## src/rtl/pwm_pkg.sv

```systemverilog
`default_nettype none
// ============================================================================
//  Module      : pwm_pkg
//  Description : Shared mode encodings and output-stage FSM state type for the
//                PWM output stage and its dead-time inserter.
//  Revision    : 1.0 - initial release
// ============================================================================
package pwm_pkg;

    // Waveform alignment modes selected by the 'functions' input
    localparam logic [1:0] PWM_FUNC_LEFT  = 2'b00;
    localparam logic [1:0] PWM_FUNC_RIGHT = 2'b01;
    localparam logic [1:0] PWM_FUNC_RANGE = 2'b10;
    localparam logic [1:0] PWM_FUNC_RSVD  = 2'b11;

    // Output-stage states: both off, high side on, low side on, dead band
    typedef enum logic [1:0] {
        ST_OFF  = 2'b00,
        ST_ON_P = 2'b01,
        ST_ON_N = 2'b10,
        ST_DEAD = 2'b11
    } pwm_state_e;

endpackage
`default_nettype wire

```

## src/rtl/deadtime_inserter.sv

```systemverilog
`default_nettype none
// ============================================================================
//  Module      : deadtime_inserter
//  Description : Turns a raw PWM level into a complementary output pair with a
//                programmable number of both-low cycles around every edge.
//                Pulses shorter than the dead time are swallowed.
//  Revision    : 1.0 - initial release
// ============================================================================
module deadtime_inserter
    import pwm_pkg::*;
#(
    parameter int DT_W = 8
) (
    input  logic            clk,
    input  logic            rst,
    input  logic            raw_i,
    input  logic            en_i,
    input  logic [DT_W-1:0] deadtime_i,
    output logic            out_p_o,
    output logic            out_n_o
);

    pwm_state_e      state_q;
    logic            target_q;
    logic [DT_W-1:0] dt_cnt_q;
    logic            out_p_q;
    logic            out_n_q;

    logic            dt_zero;
    logic            edge_start;

    assign dt_zero = (deadtime_i == '0);

    // A new edge begins when leaving OFF, when the raw level disagrees with
    // the side currently driven, or when it moves away from the pending target.
    assign edge_start = (state_q == ST_OFF)
                     || ((state_q == ST_ON_P) && !raw_i)
                     || ((state_q == ST_ON_N) &&  raw_i)
                     || ((state_q == ST_DEAD) && (raw_i != target_q));

    // Output FSM with registered outputs; the two sides are never driven together
    always_ff @(posedge clk) begin
        if (rst || !en_i) begin
            state_q  <= ST_OFF;
            target_q <= 1'b0;
            dt_cnt_q <= '0;
            out_p_q  <= 1'b0;
            out_n_q  <= 1'b0;
        end else if (edge_start) begin
            target_q <= raw_i;
            if (dt_zero) begin
                state_q  <= raw_i ? ST_ON_P : ST_ON_N;
                dt_cnt_q <= '0;
                out_p_q  <= raw_i;
                out_n_q  <= !raw_i;
            end else begin
                state_q  <= ST_DEAD;
                dt_cnt_q <= deadtime_i;
                out_p_q  <= 1'b0;
                out_n_q  <= 1'b0;
            end
        end else if (state_q == ST_DEAD) begin
            if (dt_cnt_q <= DT_W'(1)) begin
                state_q  <= target_q ? ST_ON_P : ST_ON_N;
                dt_cnt_q <= '0;
                out_p_q  <= target_q;
                out_n_q  <= !target_q;
            end else begin
                dt_cnt_q <= dt_cnt_q - DT_W'(1);
            end
        end
    end

    assign out_p_o = out_p_q;
    assign out_n_o = out_n_q;

endmodule
`default_nettype wire

```

## src/rtl/pwm_output_stage.sv

```systemverilog
`default_nettype none
// ============================================================================
//  Module      : pwm_output_stage
//  Description : Compares the counter value against double-buffered compare
//                values and drives a complementary PWM pair with dead time.
//                Shadow registers update only at the period boundary so duty
//                changes never disturb the period in progress.
//  Revision    : 1.0 - initial release
// ============================================================================
module pwm_output_stage
    import pwm_pkg::*;
#(
    parameter int CNT_W = 16,
    parameter int DT_W  = 8
) (
    input  logic             clk,
    input  logic             rst,
    input  logic             pwm_en,
    input  logic [CNT_W-1:0] count_val,
    input  logic [CNT_W-1:0] period,
    input  logic             upnotdown,
    input  logic [CNT_W-1:0] compare1,
    input  logic [CNT_W-1:0] compare2,
    input  logic [1:0]       functions,
    input  logic [DT_W-1:0]  deadtime,
    output logic             pwm_out,
    output logic             pwm_out_n,
    output logic             cycle_start
);

    logic [CNT_W-1:0] prev_count_q;
    logic [CNT_W-1:0] cmp1_q;
    logic [CNT_W-1:0] cmp2_q;
    logic [1:0]       func_q;
    logic             cycle_start_q;

    logic             bnd;
    logic             shadow_load_d;
    logic             raw;

    // Boundary: counter arrives at its start value (0 up, period down); the
    // change test keeps a stalled counter from retriggering every cycle.
    assign bnd = (count_val == (upnotdown ? CNT_W'(0) : period))
              && (count_val != prev_count_q);

    // Shadows are transparent while disabled so the first enabled period
    // already uses the programmed values.
    assign shadow_load_d = !pwm_en || bnd;

    // Boundary history, compare/mode shadows and the cycle-start pulse
    always_ff @(posedge clk) begin
        if (rst) begin
            prev_count_q  <= '0;
            cmp1_q        <= '0;
            cmp2_q        <= '0;
            func_q        <= PWM_FUNC_LEFT;
            cycle_start_q <= 1'b0;
        end else begin
            prev_count_q  <= count_val;
            cycle_start_q <= pwm_en && bnd;
            if (shadow_load_d) begin
                cmp1_q <= compare1;
                cmp2_q <= compare2;
                func_q <= functions;
            end
        end
    end

    // Raw waveform from shadow values; range mode with an empty window is low
    always_comb begin
        raw = 1'b0;
        case (func_q)
            PWM_FUNC_LEFT:  raw = (count_val <  cmp1_q);
            PWM_FUNC_RIGHT: raw = (count_val >= cmp1_q);
            PWM_FUNC_RANGE: raw = (cmp1_q <= count_val) && (count_val < cmp2_q);
            default:        raw = 1'b0;
        endcase
    end

    deadtime_inserter #(
        .DT_W (DT_W)
    ) u_deadtime (
        .clk        (clk),
        .rst        (rst),
        .raw_i      (raw),
        .en_i       (pwm_en),
        .deadtime_i (deadtime),
        .out_p_o    (pwm_out),
        .out_n_o    (pwm_out_n)
    );

    assign cycle_start = cycle_start_q;

endmodule
`default_nettype wire

```

## config.mk

```make
export PLATFORM = sky130hd
export DESIGN_NAME = pwm_output_stage
export DESIGN_NICKNAME = d
export VERILOG_FILES = /design/src/rtl/pwm_pkg.sv /design/src/rtl/deadtime_inserter.sv /design/src/rtl/pwm_output_stage.sv
export SDC_FILE = /design/constraint.sdc
export NUM_CORES = 1
export LEC_CHECK = 0
export ABC_AREA = 0
export BUFFER_PORTS_ARGS = -buffer_cell sky130_fd_sc_hd__buf_2
export CORE_AREA = 2 2 103 105
export CTS_CLUSTER_SIZE = 28
export DETAILED_ROUTE_END_ITERATION = 8
export DIE_AREA = 0 0 105 107
export GPL_TIMING_DRIVEN = 1
export HOLD_SLACK_MARGIN = 0.06
export PLACE_DENSITY = 0.63
export SYNTH_ARGS = -nofsm -noshare
export SYNTH_HDL_FRONTEND = slang
export SYNTH_SLANG_ARGS = --single-unit
```

## constraint.sdc

```tcl
create_clock -name clk -period 4 [get_ports clk]
set_clock_uncertainty 0.15 [all_clocks]
set_input_delay 0.8 -clock clk [delete_from_list [all_inputs] [get_ports clk]]
set_output_delay 0.8 -clock clk [all_outputs]
set_load 0.005 [all_outputs]
```

[Yosys cells after proc, flatten, opt, wreduce, memory -nomap -nowiden]
Cells that the tools add are included.
Storage, ports and cells
  output and inout port bits: 3
  bits of input ports: 78
  bits in registers: 64
Cells by class
  $lt $le $gt $ge: 5
  reduce and logical (&&, ||, !) cells: 20
  equal/unequal tests: 8
  multiplexer cells: 20
  $add $sub $neg: 1
Operators by type and width (number)
  $lt 16x16->1: 2
  $mux 8: 4
  $eq 16x16->1: 1
  $ge 16x16->1: 1
  $le 16x16->1: 1
  $mux 16: 1
  $ne 16x16->1: 1
  $mux 2: 6
  $le 8x1->1 const B: 1
  $logic_not 8->1: 1
  $mux 1: 8
  $sub 8x1->8 const B: 1
  $eq 2x2->1 const B: 3
  $logic_and 1x1->1: 6
  $logic_or 1x1->1: 5
  $eq 2x1->1 const B: 2
  $logic_not 2->1: 2
  $reduce_bool 2->1: 2
  $logic_not 1->1: 3
  $pmux 1 s3: 1
  $reduce_and 2->1: 1
  $ne 1x1->1: 1

[Depth between registers and ports, before layout]
Gate-level depths: netlist of the first run.
  depth in word-level cells: 10
  depth in mapped cells: 13
  mapped depth without buffers: 11

[Modules after synthesis]
From an unflattened synthesis of the first run, not the netlist that was laid out.
Second synthesis, totals
  cells, all modules: 639
  area, all modules: 4887.2 um^2
By module, submodules not included
  pwm_output_stage: area an instance 4075.2 um^2, instances 1, seq. area each 1021.0 um^2, cells each 539
  deadtime_inserter: area an instance 812.0 um^2, instances 1, seq. area each 260.2 um^2, cells each 100

[Worst setup path before layout of the first run]
Ideal clock, no wire load.
  kind: input -> register
  from: input port count_val[11]
  to: register u_deadtime.out_p_q, in the netlist u_deadtime.out_p_o
  cell stages on the path: 11
  data arrival time: 3308 ps
  setup time: 116 ps
  data required time: 3734 ps
  setup slack: 426 ps
  cell sequence: inv_1 ha_1 nand4_1 o41ai_2 a21oi_1 a2111o_1 o21a_1 nor3b_4 nor3_4 a2111o_1 o211a_1
Between the ends
  word-level cells in the longest chain between the ends: 10
  elaborated cells between the ends (all ways): 19
  those cells by class: 4 x order compare; 1 x eq/ne; 3 x mux; 11 x reduce/logical
RTL lines
  from (decl): RTL line pwm_output_stage.sv:19  | input logic [CNT_W-1:0] count_val,
  $le 16x16->1 or $lt 16x16->1 (tied branches): RTL line pwm_output_stage.sv:75  | PWM_FUNC_RANGE: raw = (cmp1_q <= count_val) && (count_val < cmp2_q);
  $logic_and 1x1->1: RTL line pwm_output_stage.sv:75
  $pmux 1 s3 *: RTL line pwm_output_stage.sv:72  | case (func_q)
  $logic_not 1->1: RTL line deadtime_inserter.sv:37  | || ((state_q == ST_ON_P) && !raw_i)
  $logic_and 1x1->1: RTL line deadtime_inserter.sv:37
  $logic_or 1x1->1: RTL line deadtime_inserter.sv:37
  $logic_or 1x1->1: RTL line deadtime_inserter.sv:38  | || ((state_q == ST_ON_N) && raw_i)
  $logic_or 1x1->1: RTL line deadtime_inserter.sv:39  | || ((state_q == ST_DEAD) && (raw_i != target_q));
  $reduce_bool 2->1 (no line)
  $reduce_and 2->1 (no line)
  to (signal assigned): RTL line deadtime_inserter.sv:54  | out_p_q <= raw_i;
  to (signal assigned): RTL line deadtime_inserter.sv:66  | out_p_q <= target_q;
  to (decl): RTL line deadtime_inserter.sv:26  | logic out_p_q;
Every way passes the cells marked *; elsewhere a longest branch is shown, timed or not.
A chain may end at the register's enable or synchronous reset.

[Worst setup path in the final report of the first run]
  from: input port count_val[11]
  to: register u_deadtime.out_n_q, in the netlist u_deadtime.out_n_o
Between the ends
  word-level cells in the longest chain between the ends: 10
  elaborated cells between the ends (all ways): 19
  those cells by class: 4 x order compare; 1 x eq/ne; 3 x mux; 11 x reduce/logical
RTL lines
  $le 16x16->1 or $lt 16x16->1 (tied branches): RTL line pwm_output_stage.sv:75
  $logic_and 1x1->1: RTL line pwm_output_stage.sv:75
  $pmux 1 s3 *: RTL line pwm_output_stage.sv:72
  $logic_not 1->1: RTL line deadtime_inserter.sv:37, deadtime_inserter.sv:55
  $logic_and 1x1->1: RTL line deadtime_inserter.sv:37
  $logic_or 1x1->1: RTL line deadtime_inserter.sv:37
  $logic_or 1x1->1: RTL line deadtime_inserter.sv:38
  $logic_or 1x1->1: RTL line deadtime_inserter.sv:39
  $reduce_bool 2->1 (no line)
  $reduce_and 2->1 (no line)
  to (signal assigned): RTL line deadtime_inserter.sv:55  | out_n_q <= !raw_i;
  to (signal assigned): RTL line deadtime_inserter.sv:67  | out_n_q <= !target_q;
  to (decl): RTL line deadtime_inserter.sv:27  | logic out_n_q;
Marks and branches as above.

==> results of run 1 <==
==> cell usage in the layout (no fill, tap or decap), drive strengths merged, types with 7 or more instances in the layout <==
cell    instances
mux2i          38
nor2           76
o32ai           7
buf           101
a31oi           9
clkbuf         12
nand2b          7
a21oi          22
nor4b           9
xnor2          24
ha             33
inv            35
nand2          23
o21ai           9
nor4            9
dfxtp          64
nand4          10
==> per-layer routing <==
metal | vias up | GRT usage, %
met5 | - | 0
met4 | 0 | 8.48
met3 | 13 | 4.07
met2 | 108 | 32.3
met1 | 1682 | 25.4
li1 | 1838 | -
==> state kept, by name, summed over array words and instances (netlist names) <==
register,count
cmp1_q,16
cmp2_q,16
cycle_start,1
func_q,2
prev_count_q,16
u_deadtime.dt_cnt_q,8
u_deadtime.out_n_o,1
u_deadtime.out_p_o,1
u_deadtime.state_q,2
u_deadtime.target_q,1
==> metrics by stage <==
step | hold slack (ns) | worst slack, ns
final | 0.326 | 0.437
after floorplan | 0.297 | 0.426
after global routing | 0.354 | 0.201
after global placement | 0.315 | 0.137
after CTS | 0.329 | 0.475
after detailed placement | 0.313 | 0.106
==> critical path, delay by kind of cell <==
kind / cells / cell delay [ns]
AND/OR/NAND/NOR: 4 / 0.90
multiplexers: 1 / 0.11
buffers and inverters: 3 / 0.36
adder cells (fa/ha/maj): 1 / 0.32
AO/OA/AOI/OAI: 4 / 1.21
==> logic make-up (layout without fill, tap and decap cells) <==
kind of cell | count (synthesis) | after routing | synth area share, %
xor gates and xnor gates | 24 | 24 | 5.27
adders and majority gates | 33 | 33 | 10.4
DFF | 64 | 64 | 32.1
buffers and inverters | 54 | 151 | 5.78
muxes | 39 | 39 | 10.1
and+or+nand+nor | 161 | 161 | 20.8
AOI/OAI and AO/OA | 87 | 87 | 15.5
==> worst max-delay path by stage <==
stage,slack [ns],to,cells past startpoint
after floorplan,0.43,u_deadtime.out_p_o$_SDFFE_PP0P_,11
after global placement,0.14,u_deadtime.out_p_o$_SDFFE_PP0P_,12
after detailed placement,0.11,u_deadtime.dt_cnt_q[0]$_SDFFE_PP0P_,12
after CTS,0.47,u_deadtime.dt_cnt_q[0]$_SDFFE_PP0P_,12
after global routing,0.20,u_deadtime.dt_cnt_q[4]$_SDFFE_PP0P_,12
final,0.44,u_deadtime.out_n_o$_SDFFE_PP0P_,13
==> power by group through the flow <==
stage / logic [mW] / registers (mW) / clock network (mW)
final: 0.457 / 0.712 / 0.588
after global placement: 0.448 / 0.725 / 0
after CTS: 0.457 / 0.712 / 0.605
after detailed placement: 0.454 / 0.726 / 0
after floorplan: 0.318 / 0.714 / 0
after global routing: 0.510 / 0.717 / 0.640
==> final cells by class <==
type	count	area, µm²
fill	1029	5260
multi-input combinational	344	2480
sequential	64	1280
timing repair buffer	101	571
tap	136	170
clock buffer	12	165
inverter	35	131
clock inverter	3	40.0
==> impl_metrics.env, run 1 <==
export IMPL_outcome="finished clean"
export IMPL_maxCapViolCount=0
export IMPL_layout_drive_gt1_share_pct=22.5
export IMPL_rsz0062_at_grt="no"
export IMPL_p_clk_share_pct=33.5
export IMPL_worstMarginPinSlew_ns=0.959
export IMPL_syn_avg_cell_area_um2=8.63
export IMPL_synthMostInstantiatedCell="nor2_1"
export IMPL_ys_ff_latch=64
export IMPL_required_ns=4.14
export IMPL_routed_top_layer="met4"
export IMPL_numCtsBuffers=9
export IMPL_finalHoldViolCount=0
export IMPL_min_delay_start="u_deadtime.dt_cnt_q[5]$_SDFFE_PP0P_"
export IMPL_postPlaceCellArea_um2=4630
export IMPL_cts_sinks=64
export IMPL_setup_worst_path_start="count_val[11]"
export IMPL_cp_arrival_ns=3.70
export IMPL_crit_path_start_kind="input port"
export IMPL_syn_instance_count=462
export IMPL_ctsRootBufferMaster="clkbuf_8"
export IMPL_reg2reg_from="cmp1_q[11]$_SDFFE_PP0P_"
export IMPL_yosysTopAreaCell="dfxtp_1"
export IMPL_met3_length_um=679
export IMPL_ctsHtreeMaxLevel=3
export IMPL_gp_congestion=0.891
export IMPL_p_comb_share_pct=26.0
export IMPL_rows=37
export IMPL_drc=0
export IMPL_power_net_switching_mw=0.539
export IMPL_fin_area_um2=4840
export IMPL_regToRegSetupSlack_ns=0.72
export IMPL_p_int_mw=1.22
export IMPL_initial_core_util_pct=39.5
export IMPL_cp_end_kind="register"
export IMPL_criticalPathCategory="input port to register"
export IMPL_met2RoutedLength_um=5070
export IMPL_synth_warnings=0
export IMPL_dieArea_um2=11200
export IMPL_power_density_nw_per_um2=363
export IMPL_cts_tree="yes"
export IMPL_sequentialPowerShare_pct=40.5
export IMPL_finalSetupTns_ns=0
export IMPL_viasPerCell=5.24
export IMPL_final_nets=666
export IMPL_worst_r2r_endpoint="u_deadtime.out_n_o$_SDFFE_PP0P_"
export IMPL_slowest_stage="a2111o_1"
export IMPL_synth_area_um2=3990
export IMPL_grt_pass1_vias=3585
export IMPL_hold_path_depth=2
export IMPL_slew_viol_final=0
export IMPL_synth_top_cell_area_share_pct=32.1
export IMPL_crit_fanout=6
export IMPL_setup_viol=0
export IMPL_rr_worst_depth=11
export IMPL_drt_iter0_markers=126
export IMPL_io_pins=81
export IMPL_die_x_um=105
export IMPL_final_period_utilization_pct=89.1
export IMPL_holdBufCountCts=0
export IMPL_areaGrowthSynthToFinish_pct=21.3
export IMPL_ys_flop_type="dfxtp_1"
export IMPL_fin_cells=695
export IMPL_cts_max_path_buffers=2
export IMPL_route_vias_total=3641
export IMPL_dp_cells=680
export IMPL_ys_async_sr_fraction_pct=0
export IMPL_drtAntennaViolNets=0
export IMPL_post_cts_buffers=0
export IMPL_final_core_utilization_pct=47.9
export IMPL_track_usage_pct=19.8
export IMPL_holdPathEnd="u_deadtime.dt_cnt_q[5]$_SDFFE_PP0P_"
export IMPL_drt_met1_wl_um=4750
export IMPL_synth_area_leaders="dfxtp_1 (32%), ha_1 (10%), mux2i_1 (9.3%)"
export IMPL_yosysSeqAreaShare_pct=32.1
export IMPL_syn_nets=573
export IMPL_p_leak_nw=2.19
export IMPL_drt_pass1_iterations=4
export IMPL_diodes=0
export IMPL_hold_path_class="register to register"
export IMPL_grt_max_degree=53
export IMPL_max_freq_mhz=281
export IMPL_cts_clk_slew_worst_paths_ns=0.07
export IMPL_grt_pass1_wl_um=17600
export IMPL_wl_per_cell_um=15.4
export IMPL_synth_edff_count=0
export IMPL_synth_cell_types=59
export IMPL_post_cts_resized=0
export IMPL_dieHeight_um=107
export IMPL_io_buffers=80
export IMPL_period_minus_slack_ns=3.56
export IMPL_overflow=0
export IMPL_clock_latency_ns=0.35
export IMPL_power_mw=1.76
export IMPL_synth_top_cells_by_count="nor2_1 (76), dfxtp_1 (64), mux2i_1 (37)"
export IMPL_p_sw_share_pct=30.7
export IMPL_core_um2=10100
export IMPL_max_vdd_ir_drop_mv=0.154
export IMPL_slew_headroom_pct=36.1
export IMPL_antenna_found_initial=0
export IMPL_cpPeakStageDelay_ns=0.43
export IMPL_worstPathCellList="buf_2, inv_1, ha_1, nand4_1, nor4_4, nor2b_1, a2111o_1, o21ai_0, nand2b_1, buf_4, mux2i_1, a311oi_1, o311a_1"
export IMPL_dp_hpwl_um=8330
export IMPL_drt_wl_total_um=10700
Note: power is estimated with default switching activity, not from simulation.
==> run 2: changes to the inputs <==
--- a/config.mk
+++ b/config.mk
@@ -13,7 +13,7 @@
 export DIE_AREA = 0 0 105 107
 export GPL_TIMING_DRIVEN = 1
 export HOLD_SLACK_MARGIN = 0.06
-export PLACE_DENSITY = 0.63
+export PLACE_DENSITY = 0.65
 export SYNTH_ARGS = -nofsm -noshare
 export SYNTH_HDL_FRONTEND = slang
 export SYNTH_SLANG_ARGS = --single-unit
==> constraint.sdc (replaced) <==
create_clock -name clk -period 2.9 [get_ports clk]
set_clock_uncertainty 0.15 [all_clocks]
set_input_delay 0.58 -clock clk [delete_from_list [all_inputs] [get_ports clk]]
set_output_delay 0.58 -clock clk [all_outputs]
set_load 0.005 [all_outputs]
==> impl_metrics.env, run 2 (synthesis results as in run 1) <==
export IMPL_outcome="finished with violations"
export IMPL_violations="setup timing"
export IMPL_criticalPathCategory="input port to register"
export IMPL_route_vias_total=3883
export IMPL_postPlaceCellArea_um2=5110
export IMPL_core_um2=10100
export IMPL_dpl_worst_slack_ns=-0.802
export IMPL_worstPathCellList="buf_4, inv_4, ha_4, nand4_1, buf_4, o41ai_4, a21oi_1, a2111o_1, o21a_4, nor3b_4, nor3_4, buf_6, a2111o_1, o211a_1"
export IMPL_io_buffers=80
export IMPL_final_period_utilization_pct=109
export IMPL_drt_wl_total_um=11400
export IMPL_io_pins=81
export IMPL_fin_area_um2=5560
export IMPL_worstMarginPinSlew_ns=0.629
export IMPL_clock_latency_ns=0.35
export IMPL_cp_arrival_ns=3.26
export IMPL_grt_max_degree=52
export IMPL_reg2reg_from="cmp1_q[11]$_SDFFE_PP0P_"
export IMPL_crit_fanout=6
export IMPL_gp_congestion=0.884
export IMPL_setup_viol=12
export IMPL_overflow=0
export IMPL_diodes=0
export IMPL_max_vdd_ir_drop_mv=0.268
export IMPL_rows=37
export IMPL_drc=0
export IMPL_slew_headroom_pct=58.0
export IMPL_track_usage_pct=20.9
export IMPL_max_freq_mhz=316
export IMPL_cts_tree="yes"
export IMPL_dp_hpwl_um=8700
export IMPL_rsz0062_at_grt="yes"
export IMPL_dieHeight_um=107
export IMPL_top_regs="cmp1_q: 16 flops, cmp2_q: 16 flops, prev_count_q: 16 flops"
export IMPL_multi_input_area_um2=2790
export IMPL_finalHoldViolCount=0
export IMPL_dieArea_um2=11200
export IMPL_final_core_utilization_pct=55.1
export IMPL_power_density_nw_per_um2=450
export IMPL_viasPerCell=5.23
export IMPL_holdBufCountCts=0
export IMPL_ctsRootBufferMaster="clkbuf_8"
export IMPL_setup_worst_path_start="count_val[8]"
export IMPL_grt_pass1_wl_um=18600
export IMPL_cp_end_kind="register"
export IMPL_cpPeakStageDelay_ns=0.44
export IMPL_worst_hold_slack_ns=0.312
export IMPL_ctsHtreeMaxLevel=3
export IMPL_drt_iter0_markers=140
export IMPL_period_minus_slack_ns=3.16
export IMPL_slew_viol_final=0
export IMPL_final_common_cell="nor2_1"
export IMPL_wl_per_cell_um=15.3
export IMPL_numCtsBuffers=9
export IMPL_fillers=950
export IMPL_hold_path_class="input port to register"
export IMPL_maxCapViolCount=0
export IMPL_finalSetupTns_ns=-2.23
export IMPL_required_ns=3.00
export IMPL_seq_area_um2=1290
export IMPL_slowest_stage="a2111o_1"
export IMPL_cts_sinks=64
export IMPL_antenna_found_initial=0
export IMPL_initial_core_util_pct=39.5
export IMPL_layout_drive_gt1_share_pct=36.0
export IMPL_areaGrowthSynthToFinish_pct=39.4
export IMPL_die_x_um=105
export IMPL_crit_path_start_kind="input port"
export IMPL_cts_max_path_buffers=2
export IMPL_min_delay_start="count_val[9]"
export IMPL_drt_pass1_iterations=4
export IMPL_cts_clk_slew_worst_paths_ns=0.08
export IMPL_final_nets=712
export IMPL_drtAntennaViolNets=0
export IMPL_layout_common_cells="nor2_1 (75), buf_2 (74), buf_4 (61)"
export IMPL_fin_ws_ns=-0.265
export IMPL_p_leak_nw=2.43
export IMPL_grt_pass1_vias=3902
run 2: cell types whose count changed in the layout (fill, tap and decap cells not counted), sizes merged:
cell      delta
buf         +45
clkinvlp     +4
clkbuf       -2
bufinv       -1
clkinv       -1
inv          +1
mux2i        +1
run 2: area by class of cell:
| type | instances | area share, % |
|---|---|---|
| clock buffers | 10 | 2.48 |
| well taps | 136 | 3.06 |
| multi-input cells | 345 | 50.3 |
| repair buffers | 146 | 17.5 |
| flip-flops and latches | 64 | 23.2 |
| clock inverters | 6 | 0.788 |
| inverters | 35 | 2.72 |
run 2: power by group:
part / switching, mW / internal, mW
Sequential: 0.0482 / 0.938
Combinational: 0.405 / 0.401
Clock: 0.371 / 0.334
Total: 0.824 / 1.67
run 2: worst paths after layout:
check                                        endpoint  slack [ns]  cells past startpoint
setup / recovery      u_deadtime.out_p_o$_SDFFE_PP0P_       -0.26                     14
hold / removal             prev_count_q[9]$_SDFF_PP0_        0.31                      3
setup reg to reg      u_deadtime.out_p_o$_SDFFE_PP0P_       -0.25                     12
hold reg to reg   u_deadtime.dt_cnt_q[6]$_SDFFE_PP0P_        0.33                      2
run 2: repair_timing:
| action | in CTS | in global routing |
|---|---|---|
| gates resized for setup | 20 | 31 |
| pin swaps | 12 | 8 |
| setup endpoints to repair | 13 | 46 |
| setup buffers | 5 | 3 |
| cloned | 0 | 1 |
run 2: critical path: cells and delay by family:
family | cells | cell delay (ns)
buf+inv | 4 | 0.45
fa+ha+maj | 1 | 0.24
compound gates | 6 | 1.56
simple gates | 3 | 0.43
run 2: metrics by stage:
stage / cells / total power, mW
5_1_grt: 742 / 2.66
4_1_cts: 739 / 2.46
2_1_floorplan: 462 / 1.45
6_report: 742 / 2.50
3_5_place_dp: 718 / 1.72
3_3_place_gp: 718 / 1.71
run 2: per-layer routing:
| layer | global-route usage (%) | vias up | wire length, µm |
|---|---|---|---|
| met1 | 25.0 | 1815 | 5040 |
| met2 | 35.5 | 112 | 5460 |
| met5 | 0 | - | 0 |
| met3 | 5.65 | 22 | 622 |
| li1 | - | 1934 | - |
| met4 | 8.19 | 0 | 242 |
==> run 3: changes to the inputs <==
--- a/config.mk
+++ b/config.mk
@@ -7,13 +7,15 @@
 export LEC_CHECK = 0
 export ABC_AREA = 0
 export BUFFER_PORTS_ARGS = -buffer_cell sky130_fd_sc_hd__buf_2
-export CORE_AREA = 2 2 103 105
+export CORE_AREA = 2 2 99 110
+export CTS_BUF_LIST = sky130_fd_sc_hd__clkbuf_16
+export CTS_CLUSTER_DIAMETER = 60
 export CTS_CLUSTER_SIZE = 28
 export DETAILED_ROUTE_END_ITERATION = 8
-export DIE_AREA = 0 0 105 107
+export DIE_AREA = 0 0 101 112
 export GPL_TIMING_DRIVEN = 1
 export HOLD_SLACK_MARGIN = 0.06
-export PLACE_DENSITY = 0.65
+export PLACE_DENSITY = 0.64
 export SYNTH_ARGS = -nofsm -noshare
 export SYNTH_HDL_FRONTEND = slang
 export SYNTH_SLANG_ARGS = --single-unit
==> impl_metrics.env, run 3 (synthesis results as in run 1) <==
export IMPL_outcome="finished with violations"
export IMPL_violations="setup timing"
export IMPL_slew_headroom_pct=63.1
export IMPL_power_mw=2.86
export IMPL_hold_path_class="register to register"
export IMPL_criticalPathCategory="input port to register"
export IMPL_cts_tree="yes"
export IMPL_rsz0062_at_grt="yes"
export IMPL_viasPerCell=5.35
export IMPL_cts_sinks=64
export IMPL_worstMarginPinSlew_ns=0.549
export IMPL_ctsHtreeMaxLevel=3
export IMPL_overflow=0
export IMPL_cts_clk_slew_worst_paths_ns=0.05
export IMPL_drt_wl_total_um=11600
export IMPL_dp_cells=708
export IMPL_crit_path_start_kind="input port"
export IMPL_final_common_cell="nor2_1"
export IMPL_drtAntennaViolNets=0
export IMPL_final_nets=720
export IMPL_grt_pass1_wl_um=18900
export IMPL_setup_viol=12
export IMPL_cts_max_path_buffers=2
export IMPL_fillers=922
export IMPL_die_x_um=101
export IMPL_clock_latency_ns=0.33
export IMPL_track_usage_pct=21.2
export IMPL_diodes=0
export IMPL_rr_worst_depth=13
export IMPL_dpl_worst_slack_ns=-0.797
export IMPL_crit_fanout=5
export IMPL_worst_r2r_endpoint="u_deadtime.out_p_o$_SDFFE_PP0P_"
export IMPL_max_freq_mhz=316
export IMPL_core_um2=10200
export IMPL_ctsRootBufferMaster="clkbuf_16"
export IMPL_fin_ws_ns=-0.263
export IMPL_io_buffers=80
export IMPL_finalHoldViolCount=0
export IMPL_maxCapViolCount=0
export IMPL_grt_pass1_vias=3987
export IMPL_period_minus_slack_ns=3.16
export IMPL_worst_hold_slack_ns=0.324
export IMPL_holdBufCountCts=0
export IMPL_required_ns=2.97
export IMPL_cp_endpoint="u_deadtime.out_p_o$_SDFFE_PP0P_"
export IMPL_p_leak_nw=2.53
export IMPL_areaGrowthSynthToFinish_pct=45.1
export IMPL_max_vdd_ir_drop_mv=0.270
export IMPL_slew_viol_final=0
export IMPL_top_regs="cmp1_q: 16 flops, cmp2_q: 16 flops, prev_count_q: 16 flops"
export IMPL_drt_pass1_iterations=5
export IMPL_rows=39
export IMPL_wl_per_cell_um=15.8
export IMPL_drc=0
export IMPL_setup_worst_path_start="count_val[15]"
export IMPL_route_vias_total=3938
export IMPL_dp_hpwl_um=8850
export IMPL_drt_iter0_markers=138
export IMPL_io_pins=81
export IMPL_regToRegSetupSlack_ns=-0.24
export IMPL_numCtsBuffers=9
export IMPL_gp_congestion=0.861
export IMPL_dieHeight_um=112
export IMPL_final_period_utilization_pct=109
export IMPL_antenna_found_initial=0
export IMPL_power_density_nw_per_um2=495
export IMPL_grt_max_degree=52
export IMPL_dieArea_um2=11300
export IMPL_layout_drive_gt1_share_pct=37.5
export IMPL_fin_cells=736
export IMPL_initial_core_util_pct=38.9
export IMPL_reg2reg_from="cmp1_q[0]$_SDFFE_PP0P_"
export IMPL_layout_common_cells="nor2_1 (74), buf_2 (68), buf_4 (65)"
export IMPL_cp_end_kind="register"
export IMPL_cp_arrival_ns=3.23
## run 3: cell types whose count changed in the layout (fill, tap and decap cells not counted), sizes merged
cell      previous run  this run
buf                146       154
clkinv               1         5
clkinvlp             4         0
bufinv               0         1
clkbuf              10         9
inv                 36        35
## run 3: per-stage QoR
stage | TNS (ns) | cell area, µm² | util, %
floorplan | -3.11 | 4170 | -
global placement | -20.76 | 5130 | 50.0
detailed placement | -22.34 | 5130 | 50.0
CTS | -1.92 | 5690 | 55.6
global route | -4.52 | 5790 | 56.5
finish | -2.56 | 5790 | 56.5
## run 3: repair_timing
item / CTS / global route
buffers inserted: 11 / 2
cloned: 0 / 1
endpoints found under the setup margin: 47 / 46
gates resized for setup: 58 / 15
pin swaps: 26 / 4
## run 3: how the worst min path moves through the flow
| stage | startpoint | end | slack (ns) | depth (start not counted) |
|---|---|---|---|---|
| 3_5_place_dp | u_deadtime.dt_cnt_q[5]$_SDFFE_PP0P_ | u_deadtime.dt_cnt_q[5]$_SDFFE_PP0P_ | 0.32 | 2 |
| 4_1_cts | u_deadtime.dt_cnt_q[5]$_SDFFE_PP0P_ | u_deadtime.dt_cnt_q[5]$_SDFFE_PP0P_ | 0.32 | 2 |
| 5_1_grt | compare2[5] | cmp2_q[5]$_SDFFE_PP0P_ | 0.34 | 3 |
| 3_3_place_gp | u_deadtime.dt_cnt_q[5]$_SDFFE_PP0P_ | u_deadtime.dt_cnt_q[5]$_SDFFE_PP0P_ | 0.31 | 2 |
| 2_1_floorplan | u_deadtime.dt_cnt_q[5]$_SDFFE_PP0P_ | u_deadtime.dt_cnt_q[5]$_SDFFE_PP0P_ | 0.30 | 2 |
| 6_report | u_deadtime.dt_cnt_q[6]$_SDFFE_PP0P_ | u_deadtime.dt_cnt_q[6]$_SDFFE_PP0P_ | 0.32 | 2 |
## run 3: layer usage
layer / up-vias / part of all wire, % / global-route usage [%]
met5: - / 0 / 0
met4: 0 / 2.0 / 6.49
met3: 19 / 5.7 / 4.14
met2: 125 / 48 / 36.6
met1: 1839 / 44 / 26.4
li1: 1955 / - / -
## run 3: area by class of cell
| type | count | area [µm²] | share of cell area, % |
|---|---|---|---|
| Inverter | 35 | 166 | 2.88 |
| Tap cell | 123 | 154 | 2.66 |
| Sequential cell | 64 | 1280 | 22.2 |
| Clock buffer | 9 | 225 | 3.89 |
| Timing Repair Buffer | 154 | 1080 | 18.7 |
| Clock inverter | 6 | 51.3 | 0.887 |
| Multi-Input combinational cell | 345 | 2820 | 48.8 |
## run 3: worst max-delay path, stage by stage
cell,delay (ns)
buf_6,0.08
inv_2,0.05
ha_4,0.28
nand4_4,0.11
buf_6,0.15
o41ai_4,0.34
a21oi_1,0.07
a2111o_1,0.43
o21a_1,0.23
nor3b_4,0.24
nor3_4,0.08
buf_6,0.13
a2111o_1,0.35
o211a_1,0.11
## run 3: where the power goes
group          internal, mW  leakage (nW)  switching [mW]  total [mW]
clock network         0.647         0.138           0.372        1.02
logic                 0.428          1.86           0.425       0.853
registers             0.940         0.530          0.0496       0.990
